===== config.mk =====
export PLATFORM = sky130hd
export DESIGN_NAME = rv32_lsu
export DESIGN_NICKNAME = d
export VERILOG_FILES = /design/src/rtl/rv32_lsu_pkg.sv /design/src/rtl/lsu_load_align.sv /design/src/rtl/rv32_lsu.sv
export SDC_FILE = /design/constraint.sdc
export NUM_CORES = 1
export LEC_CHECK = 0
export CORE_MARGIN = 2
export CORE_UTILIZATION = 40
export DETAILED_ROUTE_END_ITERATION = 8
export PLACE_DENSITY_LB_ADDON = 0.15
export SYNTH_ARGS = -nofsm -noshare
export SYNTH_HDL_FRONTEND = slang
export SYNTH_HIERARCHICAL = 1
export SYNTH_SLANG_ARGS = --single-unit

===== constraint.sdc =====
create_clock -name clk -period 6.1 [get_ports clk]
set_input_delay 1.22 -clock clk [delete_from_list [all_inputs] [get_ports clk]]
set_output_delay 1.22 -clock clk [all_outputs]
set_load 0.01 [all_outputs]

===== src/rtl/rv32_lsu_pkg.sv =====
// Shared constants and types for the rv32_lsu load/store unit.
package rv32_lsu_pkg;

  localparam logic [2:0] F3_LB  = 3'b000;
  localparam logic [2:0] F3_LH  = 3'b001;
  localparam logic [2:0] F3_LW  = 3'b010;
  localparam logic [2:0] F3_LBU = 3'b100;
  localparam logic [2:0] F3_LHU = 3'b101;
  localparam logic [2:0] F3_SB  = 3'b000;
  localparam logic [2:0] F3_SH  = 3'b001;
  localparam logic [2:0] F3_SW  = 3'b010;

  typedef enum logic [1:0] {
    SIZE_BYTE = 2'b00,
    SIZE_HALF = 2'b01,
    SIZE_WORD = 2'b10,
    SIZE_BAD  = 2'b11
  } size_e;

  typedef enum logic [1:0] {
    ST_IDLE = 2'b00,
    ST_ACC0 = 2'b01,
    ST_ACC1 = 2'b10,
    ST_RESP = 2'b11
  } state_e;

  // Number of bytes touched by an access of the given size.
  function automatic logic [2:0] size_bytes(input size_e size);
    case (size)
      SIZE_BYTE: return 3'd1;
      SIZE_HALF: return 3'd2;
      default:   return 3'd4;
    endcase
  endfunction

endpackage


===== src/rtl/lsu_load_align.sv =====
// Load data alignment: shifts a 64-bit lane window right by the byte offset,
// then sign- or zero-extends the selected byte/half/word.
module lsu_load_align
  import rv32_lsu_pkg::*;
(
  input  logic [63:0] data,
  input  logic [1:0]  off,
  input  logic [2:0]  funct3,
  output logic [31:0] result
);

  logic [63:0] shifted;
  logic        unused_high;

  assign shifted     = data >> {off, 3'b000};
  assign unused_high = ^shifted[63:32];

  always_comb begin
    result = shifted[31:0];
    case (funct3)
      F3_LB:   result = {{24{shifted[7]}}, shifted[7:0]};
      F3_LBU:  result = {24'b0, shifted[7:0]};
      F3_LH:   result = {{16{shifted[15]}}, shifted[15:0]};
      F3_LHU:  result = {16'b0, shifted[15:0]};
      F3_LW:   result = shifted[31:0];
      default: result = shifted[31:0];
    endcase
  end

endmodule


===== src/rtl/rv32_lsu.sv =====
// RV32I load/store unit in front of the cache data port.
// Define RV32_LSU_MISALIGNED_EN to split misaligned accesses into two word accesses.
module rv32_lsu
  import rv32_lsu_pkg::*;
#(
  parameter int ADDR_WIDTH = 16
) (
  input  logic                  clk,
  input  logic                  resetn,
  input  logic                  req_valid,
  output logic                  req_ready,
  input  logic                  req_we,
  input  logic [2:0]            req_funct3,
  input  logic [31:0]           req_addr,
  input  logic [31:0]           req_wdata,
  output logic                  rsp_valid,
  output logic                  rsp_err,
  output logic [31:0]           rsp_rdata,
  output logic [ADDR_WIDTH-1:0] mem_addr,
  output logic [31:0]           mem_wdata,
  output logic [3:0]            mem_strobe,
  output logic                  mem_write_en,
  output logic                  mem_read_en,
  input  logic [31:0]           mem_rdata
);

  state_e                state_reg, state_next;
  logic                  we_reg;
  logic [2:0]            funct3_reg;
  logic [1:0]            off_reg;
  logic [ADDR_WIDTH-1:0] a0_reg;
  logic [31:0]           wdata_reg;
  logic                  err_reg;

  size_e                 req_size;
  logic                  req_split;
  logic                  req_illegal;
  logic                  req_err;
  logic                  accept;
  logic                  unused_addr_bits;

  logic [2:0]            nbytes;
  logic [7:0]            lanes;
  logic [63:0]           st_data;
  logic [63:0]           ld_data;
  logic [31:0]           ld_result;

  assign unused_addr_bits = ^req_addr[31:ADDR_WIDTH+2];

  // Request decode, evaluated on the live request while idle.
  assign req_size    = size_e'(req_funct3[1:0]);
  assign req_split   = ((req_size == SIZE_HALF) && (req_addr[1:0] == 2'b11)) ||
                       ((req_size == SIZE_WORD) && (req_addr[1:0] != 2'b00));
  assign req_illegal = req_we ? !(req_funct3 inside {F3_SB, F3_SH, F3_SW})
                              : !(req_funct3 inside {F3_LB, F3_LH, F3_LW, F3_LBU, F3_LHU});
`ifdef RV32_LSU_MISALIGNED_EN
  assign req_err     = req_illegal;
`else
  assign req_err     = req_illegal | req_split;
`endif
  assign accept      = req_valid && req_ready;

  always_ff @(posedge clk or negedge resetn) begin
    if (!resetn) begin
      state_reg <= ST_IDLE;
    end else begin
      state_reg <= state_next;
    end
  end

  always_ff @(posedge clk or negedge resetn) begin
    if (!resetn) begin
      we_reg     <= 1'b0;
      funct3_reg <= 3'b000;
      off_reg    <= 2'b00;
      a0_reg     <= '0;
      wdata_reg  <= 32'b0;
      err_reg    <= 1'b0;
    end else if (accept) begin
      we_reg     <= req_we;
      funct3_reg <= req_funct3;
      off_reg    <= req_addr[1:0];
      a0_reg     <= req_addr[ADDR_WIDTH+1:2];
      wdata_reg  <= req_wdata;
      err_reg    <= req_err;
    end
  end

`ifdef RV32_LSU_MISALIGNED_EN
  logic        split_reg;
  logic [31:0] buf_reg;

  // Word 0 of a split load arrives during ACC1 and is held until RESP.
  always_ff @(posedge clk or negedge resetn) begin
    if (!resetn) begin
      split_reg <= 1'b0;
      buf_reg   <= 32'b0;
    end else begin
      if (accept) begin
        split_reg <= req_split;
      end
      if (state_reg == ST_ACC1) begin
        buf_reg <= mem_rdata;
      end
    end
  end

  assign ld_data = split_reg ? {mem_rdata, buf_reg} : {32'b0, mem_rdata};
`else
  assign ld_data = {32'b0, mem_rdata};
`endif

  // Byte lanes across the two-word window starting at A0.
  assign nbytes = size_bytes(size_e'(funct3_reg[1:0]));
  for (genvar gi = 0; gi < 8; gi++) begin : g_lane
    assign lanes[gi] = ({1'b0, off_reg} <= 3'(gi)) &&
                       (3'(gi) < ({1'b0, off_reg} + nbytes));
  end
  assign st_data = {32'b0, wdata_reg} << {off_reg, 3'b000};

  lsu_load_align u_load_align (
    .data   (ld_data),
    .off    (off_reg),
    .funct3 (funct3_reg),
    .result (ld_result)
  );

  always_comb begin
    state_next = state_reg;
    case (state_reg)
      ST_IDLE: begin
        if (accept) begin
          state_next = req_err ? ST_RESP : ST_ACC0;
        end
      end
`ifdef RV32_LSU_MISALIGNED_EN
      ST_ACC0: state_next = split_reg ? ST_ACC1 : ST_RESP;
      ST_ACC1: state_next = ST_RESP;
`else
      ST_ACC0: state_next = ST_RESP;
`endif
      ST_RESP: state_next = ST_IDLE;
      default: state_next = ST_IDLE;
    endcase
  end

  always_comb begin
    req_ready    = 1'b0;
    rsp_valid    = 1'b0;
    rsp_err      = 1'b0;
    rsp_rdata    = 32'b0;
    mem_addr     = '0;
    mem_wdata    = 32'b0;
    mem_strobe   = 4'b0000;
    mem_write_en = 1'b0;
    mem_read_en  = 1'b0;
    case (state_reg)
      ST_IDLE: req_ready = 1'b1;
      ST_ACC0: begin
        mem_addr = a0_reg;
        if (we_reg) begin
          mem_write_en = 1'b1;
          mem_strobe   = lanes[3:0];
          mem_wdata    = st_data[31:0];
        end else begin
          mem_read_en = 1'b1;
        end
      end
`ifdef RV32_LSU_MISALIGNED_EN
      ST_ACC1: begin
        mem_addr = a0_reg + {{(ADDR_WIDTH-1){1'b0}}, 1'b1};
        if (we_reg) begin
          mem_write_en = 1'b1;
          mem_strobe   = lanes[7:4];
          mem_wdata    = st_data[63:32];
        end else begin
          mem_read_en = 1'b1;
        end
      end
`endif
      ST_RESP: begin
        rsp_valid = 1'b1;
        rsp_err   = err_reg;
        if (!err_reg && !we_reg) begin
          rsp_rdata = ld_result;
        end
      end
      default: ;
    endcase
  end

endmodule


==> impl_metrics.csv <==
group,metric,value,unit
global_routing,overflow,0,
cts,path_clk_slew,0.06,ns
route,dr.pass1.iters,4,
logic_synthesis,yosysMostFrequentCell,"dfrtp_1",
sta,max_freq,0.2092,GHz
power_and_ir_drop,power.internal,1.730,mW
worst_setup_path,path_class,"primary input to output port",
worst_setup_path,cpPeakStageDelay,0.54,ns
power_and_ir_drop,swShare,37.99,%
sta,setup_tns,0,ns
worst_setup_path,cp.required,4.88,ns
floorplan,die_h,109.3,µm
run,max-cap-violations,0,
worst_setup_path,worstSetupEndpointType,"output port",
logic_synthesis,synthArstFlopShare,100.0,%
logic_synthesis,synth_seq_cells,57,
cts,cts_hold_buf,0,
power_and_ir_drop,peakVddDrop,0.2948,mV
route,drc,0,
route,drt_iter0_drc,244,
power_and_ir_drop,pwr-share-seq,32.6,%
global_routing,grt_max_degree,71,
logic_synthesis,synth_top_area_share,32.19,%
route,wl_per_cell,15.88,µm
route,wirelength,11790,µm
status,status,"complete, no violations",
sta,finalHoldViolations,0,
sta,worst_slew_pin_slew,1.127,ns
cts,cts_tree,"done",
final_layout,area_growth,48.14,%
sta,min_period,4.780,ns
floorplan,placement_rows,38,
power_and_ir_drop,pwr-share-clk,14.6,%
global_routing,track_usage,19.90,%
route,vias,3742,
sta,fin_crit_sh,78.36,%
floorplan,die_area,0.01194,mm²
worst_setup_path,worstPathBufferInverterCount,2,
final_layout,drive_gt1_share,24.75,%
logic_synthesis,synth.area.top_cells,"dfrtp_1, mux4_2, mux2_2",
sta,rsz0062_at_grt,"no",
logic_synthesis,synthesis.area,0.004432,mm²
sta,slew_viol_final,0,
power_and_ir_drop,powerDensity,425.0,mW/mm²
power_and_ir_drop,leakagePower,2.644,nW
placement,io_buffers,177,
cts,cts_setup_buffers,0,
worst_setup_path,cp_top_family,"multiplexers",
placement,gp_congestion,0.8421,
global_routing,grt_pass1_vias,3702,
worst_setup_path,cpMostUsedCell,"clkdlybuf4s50_1",
final_layout,n_antenna_cell,0,
floorplan,start_util,40.88,%
logic_synthesis,syn_inst,396,
final_layout,nets,703,
logic_synthesis,ys.flop_type,"dfrtp_1",
floorplan,core,0.01084,mm²
min_path,hold_class,"flop to flop",
worst_setup_path,path_cells,"clkdlybuf4s50_1, mux4_2, mux2i_4, o21ai_0, and2_2, clkdlybuf4s50_1",
cts,cts_resized,0,
logic_synthesis,synth_cell_types,39,
floorplan,die_x,109.3,µm
sta,finClkSkew,0.01183,ns
logic_synthesis,seq_area_frac_synth,32.19,%
route,antenna_left,0,
final_layout,largest_reg_flops,32,
placement,dp_hpwl,8518,µm
sta,finalSetupViolCount,0,
final_layout,fillerInstances,970,
global_routing,grt_pass1_wl,18530,µm
route,viasPerCell,5.043,
worst_setup_path,worstSetupStartpointType,"primary input",
logic_synthesis,synth_warnings,6,
logic_synthesis,syn-mean-instance-area,11.19,µm²
placement,dpl-instance-area,0.006336,mm²
global_routing,antenna_found_initial,0,
worst_setup_path,arrival,3.56,ns
worst_setup_path,crit_path_max_fanout,16,
cts,clk-insertion-delay-late,0.33,ns
power_and_ir_drop,switchingPower,1.060,mW
cts,root_buffer,"clkbuf_8",
logic_synthesis,synth_edf_count,0,
logic_synthesis,yosysTopAreaCell,"dfrtp_1",
floorplan,io_pins,192,
cts,ctsHtreeMaxLevel,3,
worst_setup_path,regToRegSetupSlack,4.08,ns
power_and_ir_drop,power_frac_comb,52.8,%
sta,maxSlewHeadroom,24.72,%
final_layout,fin_area,0.006565,mm²
worst_setup_path,cpMaxStageDelayCell,"mux4_2",
cts,cts.sinks,57,
cts,clk_path_buf_depth,2,
cts,cts_buffers,9,
logic_synthesis,synth_commonest_cells,"dfrtp_1, mux2_2, nand2_1",
[cells in the final DEF (no fill, tap or decap), drive strengths merged]
cell,instances
fa,1
mux4,34
or2,9
bufinv,2
clkbuf,13
mux2,54
a211oi,18
nor2b,11
nor3b,2
o211a,1
inv,3
o21ai,26
dfrtp,57
nand4bb,1
mux2i,17
buf,4
a21oi,11
conb,49
nor3,2
nand2,34
and2,57
xor2,1
and3,2
clkdlybuf4s50,176
nor2,16
ha,1
[layer usage]
metal,GRT usage [%],vias to the layer above,share of wire [%]
met5,0,-,0
met4,4.611,0,1.2
met3,5.439,12,7.6
met2,33.41,140,49
met1,25.65,1801,42
li1,-,1789,-
[final timing paths]
check	startpoint	to	cells past startpoint
worst max-delay path	mem_rdata[31]	rsp_rdata[27]	6
worst min-delay path	a0_reg[4]$_DFFE_PN0P_	a0_reg[4]$_DFFE_PN0P_	1
worst max register to register	state_reg[1]$_DFFE_PN0P_	wdata_reg[5]$_DFFE_PN0P_	3
worst min register to register	a0_reg[4]$_DFFE_PN0P_	a0_reg[4]$_DFFE_PN0P_	1
max in group asynchronous	resetn	off_reg[0]$_DFFE_PN0P_	2
min in group asynchronous	resetn	wdata_reg[7]$_DFFE_PN0P_	2
[cell type report]
| cell class | instances | area, µm² | share of cell area (%) |
|---|---|---|---|
| Clock buffer | 13 | 168.9 | 2.573 |
| Sequential cell | 57 | 1431 | 21.80 |
| Timing Repair Buffer | 180 | 1789 | 27.25 |
| Inverter | 3 | 11.26 | 0.1715 |
| Multi-Input combinational cell | 347 | 2929 | 44.62 |
| Clock inverter | 2 | 60.06 | 0.9148 |
| Tap cell | 140 | 175.2 | 2.668 |
[cells by family (layout without fill, tap and decap cells)]
logic type               count (synthesis)  in the layout  synth area share [%]
multiplexers                           105            105                 35.38
adder cells (fa/ha/maj)                  2              2                0.7340
other                                    1             49               0.08462
AO/OA/AOI/OAI                           56             56                 7.651
buffers and inverters                   40            198                 5.929
XOR/XNOR                                 1              1                0.1977
AND/OR/NAND/NOR                        134            134                 17.84
flip-flops                              57             57                 32.19
[power by group through the flow]
stage	clock network [mW]	logic [mW]	registers (mW)
global route	0.437	1.61	0.963
CTS	0.416	1.49	0.913
floorplan	0	1.27	0.679
finish	0.408	1.47	0.910
detailed placement	0	1.48	0.920
global placement	0	1.45	0.905
[through the flow]
step / hold slack [ns] / util [%] / std cells / power (mW) / setup slack, ns
after global placement: 0.4587 / 58.45 / 727 / 2.356 / 1.403
after CTS: 0.4853 / 60.56 / 742 / 2.815 / 1.338
after detailed placement: 0.4712 / 58.45 / 727 / 2.399 / 1.343
after floorplan: 0.4489 / - / 444 / 1.946 / 2.579
final: 0.4782 / 60.56 / 742 / 2.790 / 1.320
after global routing: 0.5015 / 60.56 / 742 / 3.008 / 1.217
No activity file was read; power rests on OpenSTA's default activity.
